===== src/rtl/flag_pkg.sv =====
// Shared types, default timing and step arithmetic
// for the flag selector sequencer.
package flag_pkg;

   localparam int unsigned SEL_W            = 7;
   localparam int unsigned DEF_CNT_W        = 16;
   localparam int unsigned DEF_DWELL_FRAMES = 180;
   localparam int unsigned DEF_REPEAT_DELAY = 30;
   localparam int unsigned DEF_REPEAT_RATE  = 6;

   typedef enum logic [1:0] {
      IDLE   = 2'd0,
      DELAY  = 2'd1,
      REPEAT = 2'd2
   } state_e;

   typedef enum logic {
      DIR_NEXT = 1'b0,
      DIR_PREV = 1'b1
   } dir_e;

   // One step with wrap; out-of-range selectors land on 0 / max
   function automatic logic [SEL_W-1:0] wrap_step(
      input logic [SEL_W-1:0] sel,
      input logic [SEL_W-1:0] mx,
      input dir_e             dir
   );
      logic [SEL_W-1:0] r;
      if (dir == DIR_NEXT) begin
         r = (sel >= mx) ? '0 : sel + 1'b1;
      end else begin
         r = (sel == '0 || sel > mx) ? mx : sel - 1'b1;
      end
      return r;
   endfunction

endpackage


===== src/rtl/sync_2ff.sv =====
// Two-flop synchronizer for one asynchronous level.
// Reset clears both stages.
module sync_2ff (
   input  logic clk,
   input  logic rst_n,
   input  logic d_i,
   output logic q_o
);

   logic meta_q;
   logic sync_q;

   // Shift the level through two flops
   always_ff @(posedge clk or negedge rst_n) begin
      if (!rst_n) begin
         meta_q <= 1'b0;
         sync_q <= 1'b0;
      end else begin
         meta_q <= d_i;
         sync_q <= meta_q;
      end
   end

   assign q_o = sync_q;

endmodule


===== src/rtl/flag_sequencer.sv =====
// Frame-synchronous flag selector: button step/repeat,
// slideshow dwell, wrap at max; updates on frame_start only.
module flag_sequencer
   import flag_pkg::*;
#(
   parameter int unsigned DWELL_FRAMES = DEF_DWELL_FRAMES,
   parameter int unsigned REPEAT_DELAY = DEF_REPEAT_DELAY,
   parameter int unsigned REPEAT_RATE  = DEF_REPEAT_RATE,
   parameter int unsigned CNT_W        = DEF_CNT_W
) (
   input  logic             clk,
   input  logic             rst_n,
   input  logic             frame_start,
   input  logic             btn_next,
   input  logic             btn_prev,
   input  logic             auto_en,
   input  logic [SEL_W-1:0] max,
   output logic [SEL_W-1:0] selector,
   output logic             changed,
   output logic             auto_active
);

   localparam logic [CNT_W-1:0] RD_LIM = CNT_W'(REPEAT_DELAY - 1);
   localparam logic [CNT_W-1:0] RR_LIM = CNT_W'(REPEAT_RATE - 1);
   localparam logic [CNT_W-1:0] DW_LIM = CNT_W'(DWELL_FRAMES - 1);

   function automatic logic [CNT_W-1:0] sat_inc(
      input logic [CNT_W-1:0] v
   );
      return (v == '1) ? v : v + 1'b1;
   endfunction

   logic n_s, p_s, a_s;

   sync_2ff u_sync_next (
      .clk(clk), .rst_n(rst_n), .d_i(btn_next), .q_o(n_s)
   );
   sync_2ff u_sync_prev (
      .clk(clk), .rst_n(rst_n), .d_i(btn_prev), .q_o(p_s)
   );
   sync_2ff u_sync_auto (
      .clk(clk), .rst_n(rst_n), .d_i(auto_en), .q_o(a_s)
   );

   state_e           st_q, st_d;
   dir_e             dir_q, dir_d;
   logic [SEL_W-1:0] sel_q, sel_d;
   logic             chg_q, chg_d;
   logic             act_q, act_d;
   logic             pn_q, pn_d;
   logic             pp_q, pp_d;
   logic [CNT_W-1:0] hold_q, hold_d;
   logic [CNT_W-1:0] dwell_q, dwell_d;

   logic             step;
   dir_e             sdir;
   logic             press_n, press_p;
   logic             held, act;
   logic [CNT_W-1:0] lim;

   // Next-state: everything moves only on a frame_start cycle
   always_comb begin
      st_d    = st_q;
      dir_d   = dir_q;
      sel_d   = sel_q;
      chg_d   = 1'b0;
      act_d   = act_q;
      pn_d    = pn_q;
      pp_d    = pp_q;
      hold_d  = hold_q;
      dwell_d = dwell_q;
      step    = 1'b0;
      sdir    = DIR_NEXT;
      press_n = n_s & ~pn_q & ~p_s;
      press_p = p_s & ~pp_q & ~n_s;
      held    = (dir_q == DIR_NEXT) ? n_s : p_s;
      act     = a_s & (st_q == IDLE) & ~n_s & ~p_s;
      lim     = (st_q == DELAY) ? RD_LIM : RR_LIM;
      if (frame_start) begin
         pn_d  = n_s;
         pp_d  = p_s;
         act_d = act;
         if (n_s & p_s) begin
            st_d    = IDLE;
            hold_d  = '0;
            dwell_d = '0;
            sel_d   = '0;
            chg_d   = (sel_q != '0);
         end else begin
            unique case (st_q)
               IDLE: begin
                  if (press_n | press_p) begin
                     step   = 1'b1;
                     sdir   = press_p ? DIR_PREV : DIR_NEXT;
                     dir_d  = sdir;
                     hold_d = '0;
                     st_d   = DELAY;
                  end
               end
               DELAY, REPEAT: begin
                  if (press_n | press_p) begin
                     step   = 1'b1;
                     sdir   = press_p ? DIR_PREV : DIR_NEXT;
                     dir_d  = sdir;
                     hold_d = '0;
                     st_d   = DELAY;
                  end else if (held) begin
                     if (hold_q >= lim) begin
                        step   = 1'b1;
                        sdir   = dir_q;
                        hold_d = '0;
                        st_d   = REPEAT;
                     end else begin
                        hold_d = sat_inc(hold_q);
                     end
                  end else begin
                     hold_d = '0;
                     st_d   = IDLE;
                  end
               end
               default: begin
                  hold_d = '0;
                  st_d   = IDLE;
               end
            endcase
            if (act && dwell_q >= DW_LIM) begin
               step    = 1'b1;
               sdir    = DIR_NEXT;
               dwell_d = '0;
            end else if (act) begin
               dwell_d = sat_inc(dwell_q);
            end else begin
               dwell_d = '0;
            end
            if (step) begin
               sel_d = wrap_step(sel_q, max, sdir);
               chg_d = 1'b1;
            end else if (sel_q > max) begin
               sel_d = '0;
               chg_d = 1'b1;
            end
         end
      end
   end

   // State and registered outputs
   always_ff @(posedge clk or negedge rst_n) begin
      if (!rst_n) begin
         st_q    <= IDLE;
         dir_q   <= DIR_NEXT;
         sel_q   <= '0;
         chg_q   <= 1'b0;
         act_q   <= 1'b0;
         pn_q    <= 1'b0;
         pp_q    <= 1'b0;
         hold_q  <= '0;
         dwell_q <= '0;
      end else begin
         st_q    <= st_d;
         dir_q   <= dir_d;
         sel_q   <= sel_d;
         chg_q   <= chg_d;
         act_q   <= act_d;
         pn_q    <= pn_d;
         pp_q    <= pp_d;
         hold_q  <= hold_d;
         dwell_q <= dwell_d;
      end
   end

   assign selector    = sel_q;
   assign changed     = chg_q;
   assign auto_active = act_q;

endmodule


===== config.mk =====
export PLATFORM = sky130hd
export DESIGN_NAME = flag_sequencer
export DESIGN_NICKNAME = d
export VERILOG_FILES = /design/src/rtl/flag_pkg.sv /design/src/rtl/sync_2ff.sv /design/src/rtl/flag_sequencer.sv
export SDC_FILE = /design/constraint.sdc
export NUM_CORES = 1
export LEC_CHECK = 0
export BUFFER_PORTS_ARGS = -buffer_cell sky130_fd_sc_hd__buf_2
export CAP_MARGIN = 20
export CORE_MARGIN = 2
export CORE_UTILIZATION = 55
export CTS_CLUSTER_DIAMETER = 150
export DETAILED_ROUTE_END_ITERATION = 10
export PLACE_DENSITY = 0.81
export SYNTH_ARGS = -nofsm -noshare
export SYNTH_HDL_FRONTEND = slang
export SYNTH_SLANG_ARGS = --single-unit
export TNS_END_PERCENT = 20

===== constraint.sdc =====
create_clock -name clk -period 2.3 [get_ports clk]
set_input_delay 0.23 -clock clk [delete_from_list [all_inputs] [get_ports clk]]
set_output_delay 0.23 -clock clk [all_outputs]
set_load 0.03 [all_outputs]

==> metrics <==
Routed Antenna Nets=0; CP startpoint=st_q[1]; initial antenna violation count=0; FF-to-FF path depth=10; clk_skew=8.24 ps; Critical Path End=selector[1]; failing checks=setup timing; Slew @ Worst Pin=645 ps; count of final hold-check violations=0; Stages on worst setup path=10; Mapped Area=3160 sq um; RePlAce Congestion=0.917; Util after Layout=68.0%; vias in the first global route=2,710; ant diodes=0; VDD IR max=0.000734 V; slowest stage delay, CP=400 ps; Post-CTS Hold Fix Bufs=0; GRT Overall Usage=24.4%; Tightest Hold Check Type=input pin to asynchronous set/reset pin; iteration count of the initial detailed-routing pass=4; Critical Path AT=2580 ps; DP HPWL=5260 um; Netlist cell types=58; kind of cell adding the most delay to the critical path=compound AO/OA/AOI/OAI gates; clock slew at reported path FFs=100 ps; reg2reg end=selector[1]; sequential cell area fraction in the yosys report=41.2%; syn nets=377; CTS max path bufs=2; asr flop ratio synth=100%; overflow left after global routing=0; Initial Utilization=57.0%; largest net degree at the start of global routing=53; Buf+Inv Stages, Crit Path=2; area of the multi-input gates=1820 sq um; core area=5540 sq um; Critical Path End Type=register; period utilization=103%; CP Launch Type=register; initial DRC count=184; synthesized area per cell=9.19 sq um; die footprint=6370 sq um; crit path max fanout=8; worst setup margin=-78.9 ps; Tmin final=2380 ps; Rows=27; Top FF cell, synth=dfrtp_1; RSZ-0062 raised after global routing=true; Final Setup Violations=6; routed length per instance=15.8 um; Synth Register Bits=52; FMAX=420 MHz; drt via density=5.97; H-tree depth=2; clock latency on the worst-skew pair=300 ps; Sink Count=52; DRT Wirelength=7340 um; Mapped Cells=344; NumNets Final=426; CTS Buf Count=5; cell leakage power=1.76 nW; first-pass GRT wire length=12,400 um; cell mode on critical path=ha_4; DR vias=2,782; Port Buffers=21; slowest cell on the critical path=dfrtp_1; DRC Markers=0; DIE WIDTH=79.8 um; worst reg2reg setup slack=-80 ps; Max-Slew Margin vs Limit=57.0%; origin of the critical flop-to-flop path=st_q[1]; register area=1300 sq um; layout cells sized above 1=22.6%; Max Cap Violations=0; clock root cell=clkbuf_8; Layout fillers=449; Ports=22; worst endpoint required time=2500 ps; die height=79.8 um; area delta synth->final=19.1%; PD cells=884 nW/um^2; CP Class=register to register; pre-CTS setup slack=-134 ps; Max Transition Viols Final=0; EDFF count, synth=0; Synth warnings=0; CTS tree=yes; Cell Chain, Critical Path=inv_2 > ha_4 > inv_4 > ha_4 > and3_4 > a221oi_4 > a2111oi_4 > o221a_4 > a32oi_1 > a21bo_1; run status=finished with violations
metal layers:
layer	up-vias	wire [um]	GRT usage, %
met5	-	0	0
met4	0	111	6.61
met3	11	221	3.85
met2	60	3560	40.7
met1	1353	3450	33.3
li1	1358	-	-
through the flow:
step                      instances  hold slack (ps)  cell area [sq um]  TNS, ps  power, mW
after floorplan                 344            -65.6               3210    -11.2       2.12
after global placement          455              332               3560    -60.8       2.55
after detailed placement        455              337               3560     -866       2.59
after CTS                       466             19.7               3730     -589       3.30
after global routing            466             13.5               3760     -998       3.56
final                           466             26.4               3760     -145       3.33
flip-flops by register name, summed over array words and instances (netlist names), 2 cells and up:
register and flops:
st_q 2, hold_q 16, selector 7, dwell_q 16
where the power goes:
part           internal (mW)  switching, mW  total, mW  leakage [nW]
Sequential              1.00         0.0702       1.07         0.697
Combinational          0.658          0.967       1.62          1.01
Clock                  0.329          0.304      0.633        0.0558
Total                   1.99           1.34       3.33          1.76
worst reg2reg max path, cell delays in order (launching register included):
cell,delay [ps]
dfrtp_1,400
inv_2,80
ha_4,140
inv_4,40
ha_4,200
and3_4,170
a221oi_4,300
a2111oi_4,150
o221a_4,350
a32oi_1,200
a21bo_1,220
how the worst min path moves through the flow:
stage / from / endpoint / slack (ps) / cells past startpoint
2_1_floorplan: rst_n / auto_active / -70 / 0
3_3_place_gp: u_sync_next.meta_q / u_sync_next.q_o / 330 / 0
3_5_place_dp: u_sync_auto.meta_q / u_sync_auto.q_o / 340 / 0
4_1_cts: btn_prev / u_sync_prev.meta_q / 20 / 1
5_1_grt: btn_prev / u_sync_prev.meta_q / 10 / 1
6_report: rst_n / hold_q[8] / 30 / 2
cell usage in the layout (no fill, tap or decap), types with 5 or more instances in the layout:
cell type | synthesis | layout
buf_2 | 2 | 21
ha_1 | 20 | 17
o21ai_0 | 24 | 23
a21oi_1 | 16 | 16
nand2_1 | 24 | 24
and3_1 | 12 | 11
nand3_1 | 28 | 28
nor2_1 | 36 | 35
a31oi_1 | 7 | 7
clkbuf_8 | 0 | 5
buf_4 | 2 | 31
inv_1 | 22 | 20
o211ai_1 | 5 | 5
a32oi_1 | 7 | 7
nand4_1 | 6 | 6
dfrtp_1 | 52 | 52
Yosys cell counts, types with 2 or more instances:
cell | count | area share, %
a21oi_1 | 16 | 2.5
nand4_1 | 6 | 1.2
dfrtp_1 | 52 | 41
nor4_1 | 2 | 0.40
nand3b_1 | 2 | 0.47
a32oi_1 | 7 | 1.9
o21ai_0 | 24 | 3.8
a21o_1 | 3 | 0.71
buf_6 | 2 | 0.71
inv_1 | 22 | 2.6
nand2b_1 | 4 | 0.79
xor2_1 | 3 | 0.83
mux2_2 | 2 | 0.71
and2_1 | 2 | 0.40
mux2i_1 | 3 | 0.95
buf_4 | 2 | 0.47
nand3_1 | 28 | 4.4
a211o_1 | 2 | 0.55
and3_1 | 12 | 2.4
or2_2 | 3 | 0.59
clkbuf_1 | 5 | 0.59
o211ai_1 | 5 | 1.2
buf_2 | 2 | 0.32
o22ai_1 | 2 | 0.40
nand2_1 | 24 | 2.9
or4_1 | 3 | 0.71
nor2b_1 | 5 | 0.99
nor2_1 | 36 | 4.3
ha_1 | 20 | 7.9
o41ai_1 | 4 | 1.1
a31oi_1 | 7 | 1.4
nor3_1 | 5 | 0.79
o31ai_1 | 2 | 0.47
xnor2_1 | 3 | 0.83
cell families (layout without fill, tap and decap cells):
kind of cell | after synthesis | in the layout | share of synthesized area [%]
AND/OR/NAND/NOR | 139 | 139 | 22.2
AO/OA/AOI/OAI | 88 | 88 | 20.5
adder cells (fa/ha/maj) | 20 | 20 | 7.92
multiplexers | 5 | 5 | 1.66
XOR/XNOR | 6 | 6 | 1.66
flip-flops | 52 | 52 | 41.2
buffers and inverters | 34 | 84 | 4.83
timing repair:
action,CTS,global route
resized for setup,6,8
endpoints found under the setup margin,21,25
buffers inserted,3,0
pin swaps,9,9
cell type report:
type | instances | share of cell area (%)
multi-input combinational | 258 | 48.3
sequential | 52 | 34.6
timing repair buffer | 54 | 9.57
tap | 72 | 2.39
inverter | 22 | 2.26
clock buffer | 6 | 1.93
clock inverter | 2 | 1.03
Power figures use the tool's default switching activity.
